File: config.mk
export PLATFORM = sky130hd
export DESIGN_NAME = instr_encoder
export DESIGN_NICKNAME = d
export VERILOG_FILES = /design/src/rtl/riscv_pkg.sv /design/src/rtl/sync_fifo.sv /design/src/rtl/instr_encoder.sv
export SDC_FILE = /design/constraint.sdc
export NUM_CORES = 1
export LEC_CHECK = 0
export CAP_MARGIN = 15
export CORE_MARGIN = 2
export CORE_UTILIZATION = 49
export DETAILED_ROUTE_END_ITERATION = 10
export PLACE_DENSITY = 0.83
export SLEW_MARGIN = 15
export SYNTH_ARGS = -nofsm -noshare
export SYNTH_HDL_FRONTEND = slang
export SYNTH_SLANG_ARGS = --single-unit
File: constraint.sdc
create_clock -name clock -period 2.9 [get_ports clock]
set_clock_uncertainty 0.2 [all_clocks]
set_input_delay 0.29 -clock clock [delete_from_list [all_inputs] [get_ports clock]]
set_output_delay 0.29 -clock clock [all_outputs]
set_load 0.05 [all_outputs]
File: src/rtl/riscv_pkg.sv
// ---------------------------------------------------------------------------
// riscv_pkg
// Shared RV32I definitions used by both the instruction encoder (program-load
// path) and the instruction decoder.
//   - opcode constants for the supported instruction classes
//   - instr_fmt_t : encoding format selected from opcode/funct3
//   - enc_state_t : load-sequencer states of the encoder
//   - NOP_INSTR   : addi x0,x0,0, written in place of an illegal instruction
//   - instr_fmt() : opcode/funct3 -> format classification
// ---------------------------------------------------------------------------
package riscv_pkg;

    localparam logic [6:0] OP_RALU     = 7'b0110011;
    localparam logic [6:0] OP_IALU     = 7'b0010011;
    localparam logic [6:0] OP_SBBRANCH = 7'b1100011;
    localparam logic [6:0] OP_IJUMP    = 7'b1100111;
    localparam logic [6:0] OP_UJJUMP   = 7'b1101111;
    localparam logic [6:0] OP_ILOAD    = 7'b0000011;
    localparam logic [6:0] OP_SSTORE   = 7'b0100011;

    localparam logic [31:0] NOP_INSTR  = 32'h0000_0013;

    typedef enum logic [2:0] {
        FMT_R   = 3'd0,
        FMT_I   = 3'd1,
        FMT_ISH = 3'd2,
        FMT_S   = 3'd3,
        FMT_SB  = 3'd4,
        FMT_UJ  = 3'd5,
        FMT_BAD = 3'd6
    } instr_fmt_t;

    typedef enum logic [1:0] {
        ST_IDLE  = 2'd0,
        ST_RUN   = 2'd1,
        ST_DRAIN = 2'd2,
        ST_DONE  = 2'd3
    } enc_state_t;

    // Shift-immediate ALU ops (slli/srli/srai) carry funct7 above a 5-bit shamt.
    function automatic instr_fmt_t instr_fmt(input logic [6:0] op, input logic [2:0] f3);
        instr_fmt_t fmt;
        case (op)
            OP_RALU:     fmt = FMT_R;
            OP_IALU:     fmt = ((f3 == 3'b001) || (f3 == 3'b101)) ? FMT_ISH : FMT_I;
            OP_ILOAD:    fmt = FMT_I;
            OP_IJUMP:    fmt = FMT_I;
            OP_SSTORE:   fmt = FMT_S;
            OP_SBBRANCH: fmt = FMT_SB;
            OP_UJJUMP:   fmt = FMT_UJ;
            default:     fmt = FMT_BAD;
        endcase
        return fmt;
    endfunction

endpackage

File: src/rtl/sync_fifo.sv
// ---------------------------------------------------------------------------
// sync_fifo
// Single-clock FIFO with registered full/empty flags. The head entry is
// presented on head_data whenever empty=0. Storage is cleared by reset so the
// head output reads zero after reset.
// Ports:
//   clock, nReset      : rising-edge clock, asynchronous active-low reset
//   push, push_data    : write request (ignored when full)
//   pop                : remove head entry (ignored when empty)
//   head_data          : oldest stored entry
//   full, empty        : occupancy flags
// ---------------------------------------------------------------------------
module sync_fifo #(
    parameter int WIDTH = 32,
    parameter int DEPTH = 4
) (
    input  logic             clock,
    input  logic             nReset,
    input  logic             push,
    input  logic [WIDTH-1:0] push_data,
    input  logic             pop,
    output logic [WIDTH-1:0] head_data,
    output logic             full,
    output logic             empty
);

    localparam int PW = $clog2(DEPTH);
    localparam int CW = PW + 1;

    logic [WIDTH-1:0] mem_q [DEPTH];
    logic [PW-1:0]    wr_ptr_q, wr_ptr_d;
    logic [PW-1:0]    rd_ptr_q, rd_ptr_d;
    logic [CW-1:0]    count_q,  count_d;
    logic             full_q,   full_d;
    logic             empty_q,  empty_d;
    logic             push_ok_s;
    logic             pop_ok_s;

    assign push_ok_s = push & ~full_q;
    assign pop_ok_s  = pop  & ~empty_q;

    // Pointer/occupancy update; DEPTH is a power of two so pointers wrap naturally.
    always_comb begin
        wr_ptr_d = wr_ptr_q + {{(PW-1){1'b0}}, push_ok_s};
        rd_ptr_d = rd_ptr_q + {{(PW-1){1'b0}}, pop_ok_s};
        case ({push_ok_s, pop_ok_s})
            2'b10:   count_d = count_q + {{(CW-1){1'b0}}, 1'b1};
            2'b01:   count_d = count_q - {{(CW-1){1'b0}}, 1'b1};
            default: count_d = count_q;
        endcase
        full_d  = (count_d == CW'(DEPTH));
        empty_d = (count_d == {CW{1'b0}});
    end

    // Control registers.
    always_ff @(posedge clock or negedge nReset) begin
        if (!nReset) begin
            wr_ptr_q <= {PW{1'b0}};
            rd_ptr_q <= {PW{1'b0}};
            count_q  <= {CW{1'b0}};
            full_q   <= 1'b0;
            empty_q  <= 1'b1;
        end else begin
            wr_ptr_q <= wr_ptr_d;
            rd_ptr_q <= rd_ptr_d;
            count_q  <= count_d;
            full_q   <= full_d;
            empty_q  <= empty_d;
        end
    end

    // Storage array.
    always_ff @(posedge clock or negedge nReset) begin
        if (!nReset) begin
            for (int i = 0; i < DEPTH; i++) begin
                mem_q[i] <= {WIDTH{1'b0}};
            end
        end else if (push_ok_s) begin
            mem_q[wr_ptr_q] <= push_data;
        end
    end

    assign head_data = mem_q[rd_ptr_q];
    assign full      = full_q;
    assign empty     = empty_q;

endmodule

File: src/rtl/instr_encoder.sv
// ---------------------------------------------------------------------------
// instr_encoder
// Packs RV32I fields into 32-bit instruction words and writes them to
// consecutive instruction-memory addresses (program-load path).
// Ports:
//   clock, nReset         : rising-edge clock, asynchronous active-low reset
//   start, base_addr,count: begin a load of `count` words at `base_addr`
//   in_valid/in_ready     : field-bundle handshake
//   opcode..imm           : instruction fields (imm sign-extended, byte offset)
//   mem_we/addr/wdata     : memory write port, held until mem_ready
//   busy, done, err       : load status; err is sticky until next start
// ---------------------------------------------------------------------------
module instr_encoder
    import riscv_pkg::*;
#(
    parameter int AW    = 10,
    parameter int DEPTH = 4
) (
    input  logic          clock,
    input  logic          nReset,
    input  logic          start,
    input  logic [AW-1:0] base_addr,
    input  logic [AW-1:0] count,
    input  logic          in_valid,
    output logic          in_ready,
    input  logic [6:0]    opcode,
    input  logic [2:0]    funct3,
    input  logic [6:0]    funct7,
    input  logic [4:0]    rd,
    input  logic [4:0]    rs1,
    input  logic [4:0]    rs2,
    input  logic [31:0]   imm,
    output logic          mem_we,
    output logic [AW-1:0] mem_addr,
    output logic [31:0]   mem_wdata,
    input  logic          mem_ready,
    output logic          busy,
    output logic          done,
    output logic          err
);

    enc_state_t    state_q,    state_d;
    logic [AW-1:0] total_q,    total_d;
    logic [AW-1:0] accepted_q, accepted_d;
    logic [AW-1:0] written_q,  written_d;
    logic [AW-1:0] addr_q,     addr_d;
    logic          err_q,      err_d;
    logic          done_q,     done_d;
    logic          busy_q,     busy_d;

    instr_fmt_t    fmt_s;
    logic [31:0]   enc_word_s;
    logic          enc_err_s;
    logic          start_ok_s;
    logic          xfer_s;
    logic          wr_hs_s;
    logic          fifo_full_s;
    logic          fifo_empty_s;
    logic [31:0]   fifo_head_s;
    logic          unused_imm_s;

    // Upper immediate bits are sign extension that no format consumes.
    assign unused_imm_s = ^imm[31:21];

    // Field packer: pure function of the current input bundle.
    always_comb begin
        fmt_s      = instr_fmt(opcode, funct3);
        enc_word_s = NOP_INSTR;
        enc_err_s  = 1'b0;
        case (fmt_s)
            FMT_R:   enc_word_s = {funct7, rs2, rs1, funct3, rd, opcode};
            FMT_I:   enc_word_s = {imm[11:0], rs1, funct3, rd, opcode};
            FMT_ISH: enc_word_s = {funct7, imm[4:0], rs1, funct3, rd, opcode};
            FMT_S:   enc_word_s = {imm[11:5], rs2, rs1, funct3, imm[4:0], opcode};
            FMT_SB: begin
                // Branch offsets are halfword aligned; a set bit 0 is dropped and flagged.
                enc_word_s = {imm[12], imm[10:5], rs2, rs1, funct3, imm[4:1], imm[11], opcode};
                enc_err_s  = imm[0];
            end
            FMT_UJ: begin
                enc_word_s = {imm[20], imm[10:1], imm[11], imm[19:12], rd, opcode};
                enc_err_s  = imm[0];
            end
            default: begin
                enc_word_s = NOP_INSTR;
                enc_err_s  = 1'b1;
            end
        endcase
    end

    assign start_ok_s = start & ((state_q == ST_IDLE) | (state_q == ST_DONE));
    assign in_ready   = (state_q == ST_RUN) & ~fifo_full_s & (accepted_q < total_q);
    assign xfer_s     = in_valid & in_ready;
    assign mem_we     = ~fifo_empty_s;
    assign wr_hs_s    = mem_we & mem_ready;

    // Encoded words queue up between the input handshake and the memory port.
    sync_fifo #(
        .WIDTH (32),
        .DEPTH (DEPTH)
    ) u_fifo (
        .clock     (clock),
        .nReset    (nReset),
        .push      (xfer_s),
        .push_data (enc_word_s),
        .pop       (wr_hs_s),
        .head_data (fifo_head_s),
        .full      (fifo_full_s),
        .empty     (fifo_empty_s)
    );

    // Load sequencer, counters and status next-state.
    always_comb begin
        state_d    = state_q;
        total_d    = total_q;
        accepted_d = accepted_q;
        written_d  = written_q;
        addr_d     = addr_q;
        err_d      = err_q;

        if (start_ok_s) begin
            total_d    = count;
            accepted_d = {AW{1'b0}};
            written_d  = {AW{1'b0}};
            addr_d     = base_addr;
        end else begin
            accepted_d = accepted_q + {{(AW-1){1'b0}}, xfer_s};
            written_d  = written_q  + {{(AW-1){1'b0}}, wr_hs_s};
            addr_d     = addr_q     + {{(AW-1){1'b0}}, wr_hs_s};
        end

        if (start_ok_s) begin
            err_d = 1'b0;
        end else if (xfer_s && enc_err_s) begin
            err_d = 1'b1;
        end else begin
            err_d = err_q;
        end

        // Completion looks at written_d so done rises the cycle after the last write.
        case (state_q)
            ST_IDLE: begin
                if (start_ok_s) state_d = ST_RUN;
                else            state_d = ST_IDLE;
            end
            ST_RUN: begin
                if (accepted_q == total_q) begin
                    if (written_d == total_q) state_d = ST_DONE;
                    else                      state_d = ST_DRAIN;
                end else begin
                    state_d = ST_RUN;
                end
            end
            ST_DRAIN: begin
                if (written_d == total_q) state_d = ST_DONE;
                else                      state_d = ST_DRAIN;
            end
            ST_DONE: begin
                if (start_ok_s) state_d = ST_RUN;
                else            state_d = ST_DONE;
            end
            default: state_d = ST_IDLE;
        endcase

        busy_d = (state_d == ST_RUN) | (state_d == ST_DRAIN);
        done_d = (state_d == ST_DONE);
    end

    // State, counter and status registers.
    always_ff @(posedge clock or negedge nReset) begin
        if (!nReset) begin
            state_q    <= ST_IDLE;
            total_q    <= {AW{1'b0}};
            accepted_q <= {AW{1'b0}};
            written_q  <= {AW{1'b0}};
            addr_q     <= {AW{1'b0}};
            err_q      <= 1'b0;
            done_q     <= 1'b0;
            busy_q     <= 1'b0;
        end else begin
            state_q    <= state_d;
            total_q    <= total_d;
            accepted_q <= accepted_d;
            written_q  <= written_d;
            addr_q     <= addr_d;
            err_q      <= err_d;
            done_q     <= done_d;
            busy_q     <= busy_d;
        end
    end

    assign mem_addr  = addr_q;
    assign mem_wdata = fifo_head_s;
    assign busy      = busy_q;
    assign done      = done_q;
    assign err       = err_q;

endmodule
Yosys cells after proc, flatten, opt, wreduce, memory -nomap -nowiden
Index checks and enable logic that the tools add are counted. Widths: inputs -> output; s select.

$add $sub $neg: 7. $lt $le $gt $ge: 4. Reductions and logical operators: 10. Equality and inequality tests: 25. Multiplexer cells: 21. Bitwise gates (word level): 13.

Operators with widths (count): $pmux 32 s6 (1); $bwmux 128 (1); $mux 32 (3); $bmux 32 s2 (1); $demux 32 s2 (1); $add 10x1->10 (3); $mux 10 (3); $eq 7x7->1 const B (3); $eq 10x10->1 (2); $pmux 3 s6 (1); $eq 7x6->1 const B (2); $eq 3x3->1 const B (4); $eq 2x2->1 const B (5); $lt 10x10->1 (1); $pmux 2 s4 (1); $and 1x1->1 (7); $eq 7x2->1 const B (1); $eq 7x5->1 const B (1); $eq 2x1->1 const B (3); $eq 3x1->1 const B (2); $eq 3x2->1 const B (2); $ge 3x3->1 const B (2); $logic_not 3->1 (2); $mux 2 (3); 16 further kinds (25).

Input port bits: 89. Register bits: 182. Logic and storage cells: 97.

Logic depth before layout (Yosys ltp)
Depth after elaboration: 10. Mapped depth: 13. Mapped depth without buffers: 13.

Hierarchy
Synthesis repeated with hierarchy kept, for this count alone.

Cells, all modules: 679. Area, all modules: 8897.3 sq um.

By module, submodules not included: sync_fifo (times used 1, sequential area each 3429.5 sq um, area an instance 5962.0 sq um, cells an instance 345); instr_encoder (times used 1, sequential area each 1126.1 sq um, area an instance 2935.3 sq um, cells an instance 334).

Worst setup path after synthesis
Ideal clock, no wire load.

Path kind: reg-to-reg. Start: reg total_q[5]. End: reg u_fifo.full_q (netlist: u_fifo.full). Setup slack: -0.232 ns. Clock period less this slack: 3.132 ns. Setup time: 0.073 ns. Data required time: 2.627 ns. Stages on the path, launching flop included: 13. Buffers on the path: 0. Arrival: 2.860 ns. Cell sequence: dfrtp_1 -> inv_1 -> ha_1 -> and3_1 -> a221oi_2 -> o211ai_2 -> nor3b_4 -> inv_1 -> ha_1 -> fa_1 -> mux2_2 -> or2_2 -> nor2b_1.

Cells in the longest elaborated chain, start to end: 7. Elaborated cells between the ends (all ways): 8.

RTL lines: start: declaration (RTL line instr_encoder.sv:43) `logic [AW-1:0] total_q, total_d;`; start signal: assignment (RTL line instr_encoder.sv:173) `total_q <= {AW{1'b0}};`; start signal: assignment (RTL line instr_encoder.sv:182) `total_q <= total_d;`; $lt 10x10->1 (*) (RTL line instr_encoder.sv:92) `assign in_ready = (state_q == ST_RUN) & ~fifo_full_s & (accepted_q < total_q);`; $and 1x1->1 (*) (RTL line instr_encoder.sv:92); $and 1x1->1 (*) (RTL line instr_encoder.sv:93) `assign xfer_s = in_valid & in_ready;`; $and 1x1->1 (*) (RTL line sync_fifo.sv:39) `assign push_ok_s = push & ~full_q;`; $eq 2x1->1 or $eq 2x2->1 (tied branches) (RTL line sync_fifo.sv:46) `case ({push_ok_s, pop_ok_s})`; $pmux 3 s2 (*) (RTL line sync_fifo.sv:46); named net u_fifo.count_d[1] (RTL line sync_fifo.sv:33) `logic [CW-1:0] count_q, count_d;`; $eq 3x3->1 (*) (RTL line sync_fifo.sv:51) `full_d = (count_d == CW'(DEPTH));`; named net u_fifo.full_d (RTL line sync_fifo.sv:34) `logic full_q, full_d;`; end signal: assignment (RTL line sync_fifo.sv:67) `full_q <= full_d;`; end: declaration (RTL line sync_fifo.sv:34).

Mark *: on every way through the listed nets, which the timed path passes. The rest lies on a longest branch. A chain may end at the register's enable or synchronous reset.

Worst setup path in the final report
Start: reg total_q[4]. End: reg u_fifo.full_q (netlist: u_fifo.full).

The elaborated chain is that of the path after synthesis.

==> key figures <==
Finish
  – Fillers: 1234
  – Final Non-Filler Cells: 1090
  – Fin area: 11900 um^2
  – N_diodes: 0
  – Leading cell type in the layout, fill and taps excluded: dfrtp_1
  – Fraction of layout cells with a size suffix above 1: 37.9%
  – Synth-to-Final Area Change: 34.3%
  – Nets: 962
  – Most frequent cells in the layout: dfrtp_1, mux2_2, clkdlybuf4s50_1, buf_4, buf_12

Placement
  – DP Wirelength: 14100 um
  – Dpl cells: 1052
  – Input/output buffers: 124
  – Placed instance area: 11100 um^2
  – GP Congestion: 0.869

Global routing
  – Overall routing resource usage: 22.6%
  – Initial antenna violation count: 0
  – GR Overflow Total: 0
  – Largest net degree at the start of global routing: 76
  – First-pass GRT wire length: 34100 um
  – Vias in the first global route: 6492

Drt
  – 1st-pass router iterations: 5
  – Drt drc: 0
  – Final ANT Viol Nets: 0
  – Via/cell ratio: 5.70
  – Via count: 6210
  – Detailed Route WL: 21300 um
  – Initial DRC Count: 394
  – Wire length per cell: 19.5 um

Clock network
  – Clk_lat worst skew: 440 ps
  – Clock buffer depth: 2
  – Clk slew on worst S/H paths: 70 ps
  – CTS root buffer: clkbuf_16
  – CTS Sinks: 182
  – Max H-tree Level: 4
  – CTS tree: yes
  – Cts bufs inserted: 17

Run status
  – Failing checks: negative setup slack
  – Status: complete, but fails checks

Timing
  – Final TNS setup: -716 ps
  – Setup ws final: -223 ps
  – Final Setup Violations: 16
  – RSZ-0062 raised after global routing: yes
  – Final Hold Viols: 0
  – Final critical-path required period: 3120 ps
  – FMAX: 320 MHz
  – Max-slew violation count: 0
  – Slew headroom: 52.1%
  – Hold_ws: 206 ps
  – Worst Tran Pin Value: 719 ps
  – Final worst-path cycle share: 108%

Synth
  – Async S/R FF share, synth: 100%
  – Post-synthesis sequential element count: 182
  – Synth Instances: 667
  – Syn nets: 781
  – Avg Inst Size Synth: 13.2 um^2
  – Cell area after synthesis: 8830 um^2
  – Ys flop type: dfrtp_1
  – Post-synth EDFFs: 0
  – Yosys cell types: 52
  – Seq/Total Area, Yosys: 51.6%
  – Synth Warn #: 0

Floorplan
  – IO Count: 136
  – Die height: 138 um
  – Initial core utilization: 49.5%
  – Core region area: 17800 um^2
  – Die Wd: 138 um
  – Row Count: 49
  – Die footprint: 19100 um^2

Critical path
  – Crit end category: flop
  – Max FO, Critical Path: 2
  – Startpoint types: flop
  – Worst EP required: 3070 ps
  – Critical Path AT: 3290 ps
  – Critical path class: flop to flop

Pwr
  – P_leak: 5.43 nW
  – Pwr Density: 817 nW/um^2
  – VDD IR max: 0.510 mV
  – Final Total Pwr: 9.69 mW

Hold path
  – Hold Path Class: primary input to flop

Run
  – Maxcap violations: 0
critical path: stages (launching register included):
cell      delay, ps
dfrtp_1         400
inv_2            90
ha_4            210
a21o_1          180
a221oi_2        350
o211ai_2        150
nor3b_4         200
inv_1            60
ha_2            200
fa_2            400
mux2_4          280
or2_4           230
nor2b_1         110
cells by family after synthesis:
group | synth area share, %
AO/OA/AOI/OAI | 6.45
XOR/XNOR | 2.98
adder cells (fa/ha/maj) | 3.63
buffers and inverters | 2.98
flip-flops | 51.6
multiplexers | 24.0
AND/OR/NAND/NOR | 8.42
per-stage QoR:
step | utilization, % | setup WS [ps]
after floorplan | - | -209
after global placement | 62.2 | -410
after detailed placement | 62.2 | -507
after CTS | 66.0 | -144
after global routing | 66.5 | -352
final | 66.5 | -223
cell type report:
class	instances	area [um^2]	share of cell area, %
clock buffer	17	425	3.59
clock inverter	15	159	1.34
inverter	20	75.1	0.633
multi-input combinational	431	4170	35.1
sequential	182	4560	38.4
tap	229	287	2.42
timing repair buffer	196	2190	18.5
what timing repair did:
item / 4_1_cts / 5_1_grt
setup endpoints to repair: 6 / 64
hold endpoints to repair: 70 / 0
hold buffers: 1 / 0
pin swaps: 11 / 3
resized for setup: 10 / 16
buffers inserted: 4 / 1
layer usage:
| metal | up-vias | track usage [%] | wire length, um |
|---|---|---|---|
| met3 | 44 | 5.33 | 1160 |
| met1 | 3138 | 31.0 | 9090 |
| met4 | 0 | 7.84 | 525 |
| met5 | - | 0 | 0 |
| li1 | 2797 | - | - |
| met2 | 231 | 35.7 | 10500 |
path summary, 6_finish.rpt:
check / from / end / slack (ps) / cells after the start
setup / recovery: total_q[4] / u_fifo.full / -220 / 12
hold / removal: base_addr[7] / mem_addr[7] / 210 / 3
setup reg to reg: total_q[4] / u_fifo.full / -220 / 12
hold reg to reg: u_fifo.mem_q[1] / u_fifo.mem_q[1] / 270 / 1
max in group asynchronous: nReset / u_fifo.empty / 1440 / 3
min in group asynchronous: nReset / u_fifo.mem_q[106] / 230 / 2
registers in the layout, summed over array words and instances (netlist names):
signal,cells
mem_addr,10
u_fifo.full,1
done,1
err,1
accepted_q,10
u_fifo.empty,1
u_fifo.count_q,3
u_fifo.rd_ptr_q,2
u_fifo.wr_ptr_q,2
written_q,10
total_q,10
u_fifo.mem_q,128
busy,1
state_q,2
synth_stat cells, drive strengths merged (9+ instances only):
cell type / n / area [um^2]
clkbuf: 16 / 60.1
inv: 20 / 75.1
o21ai: 28 / 140
or2: 9 / 56.3
buf: 18 / 128
mux4: 32 / 721
dfrtp: 181 / 4530
xnor2: 14 / 123
nor2: 31 / 116
xor2: 16 / 140
a22o: 24 / 210
nor2b: 11 / 68.8
and3: 9 / 56.3
ha: 24 / 300
nand2: 27 / 101
nand3: 22 / 110
mux2: 124 / 1400
where the power goes:
part,switching (mW),internal (mW)
Combinational,2.00,1.97
Sequential,0.376,3.04
Clock,1.08,1.23
Total,3.46,6.23
Power figures use the tool's default switching activity.
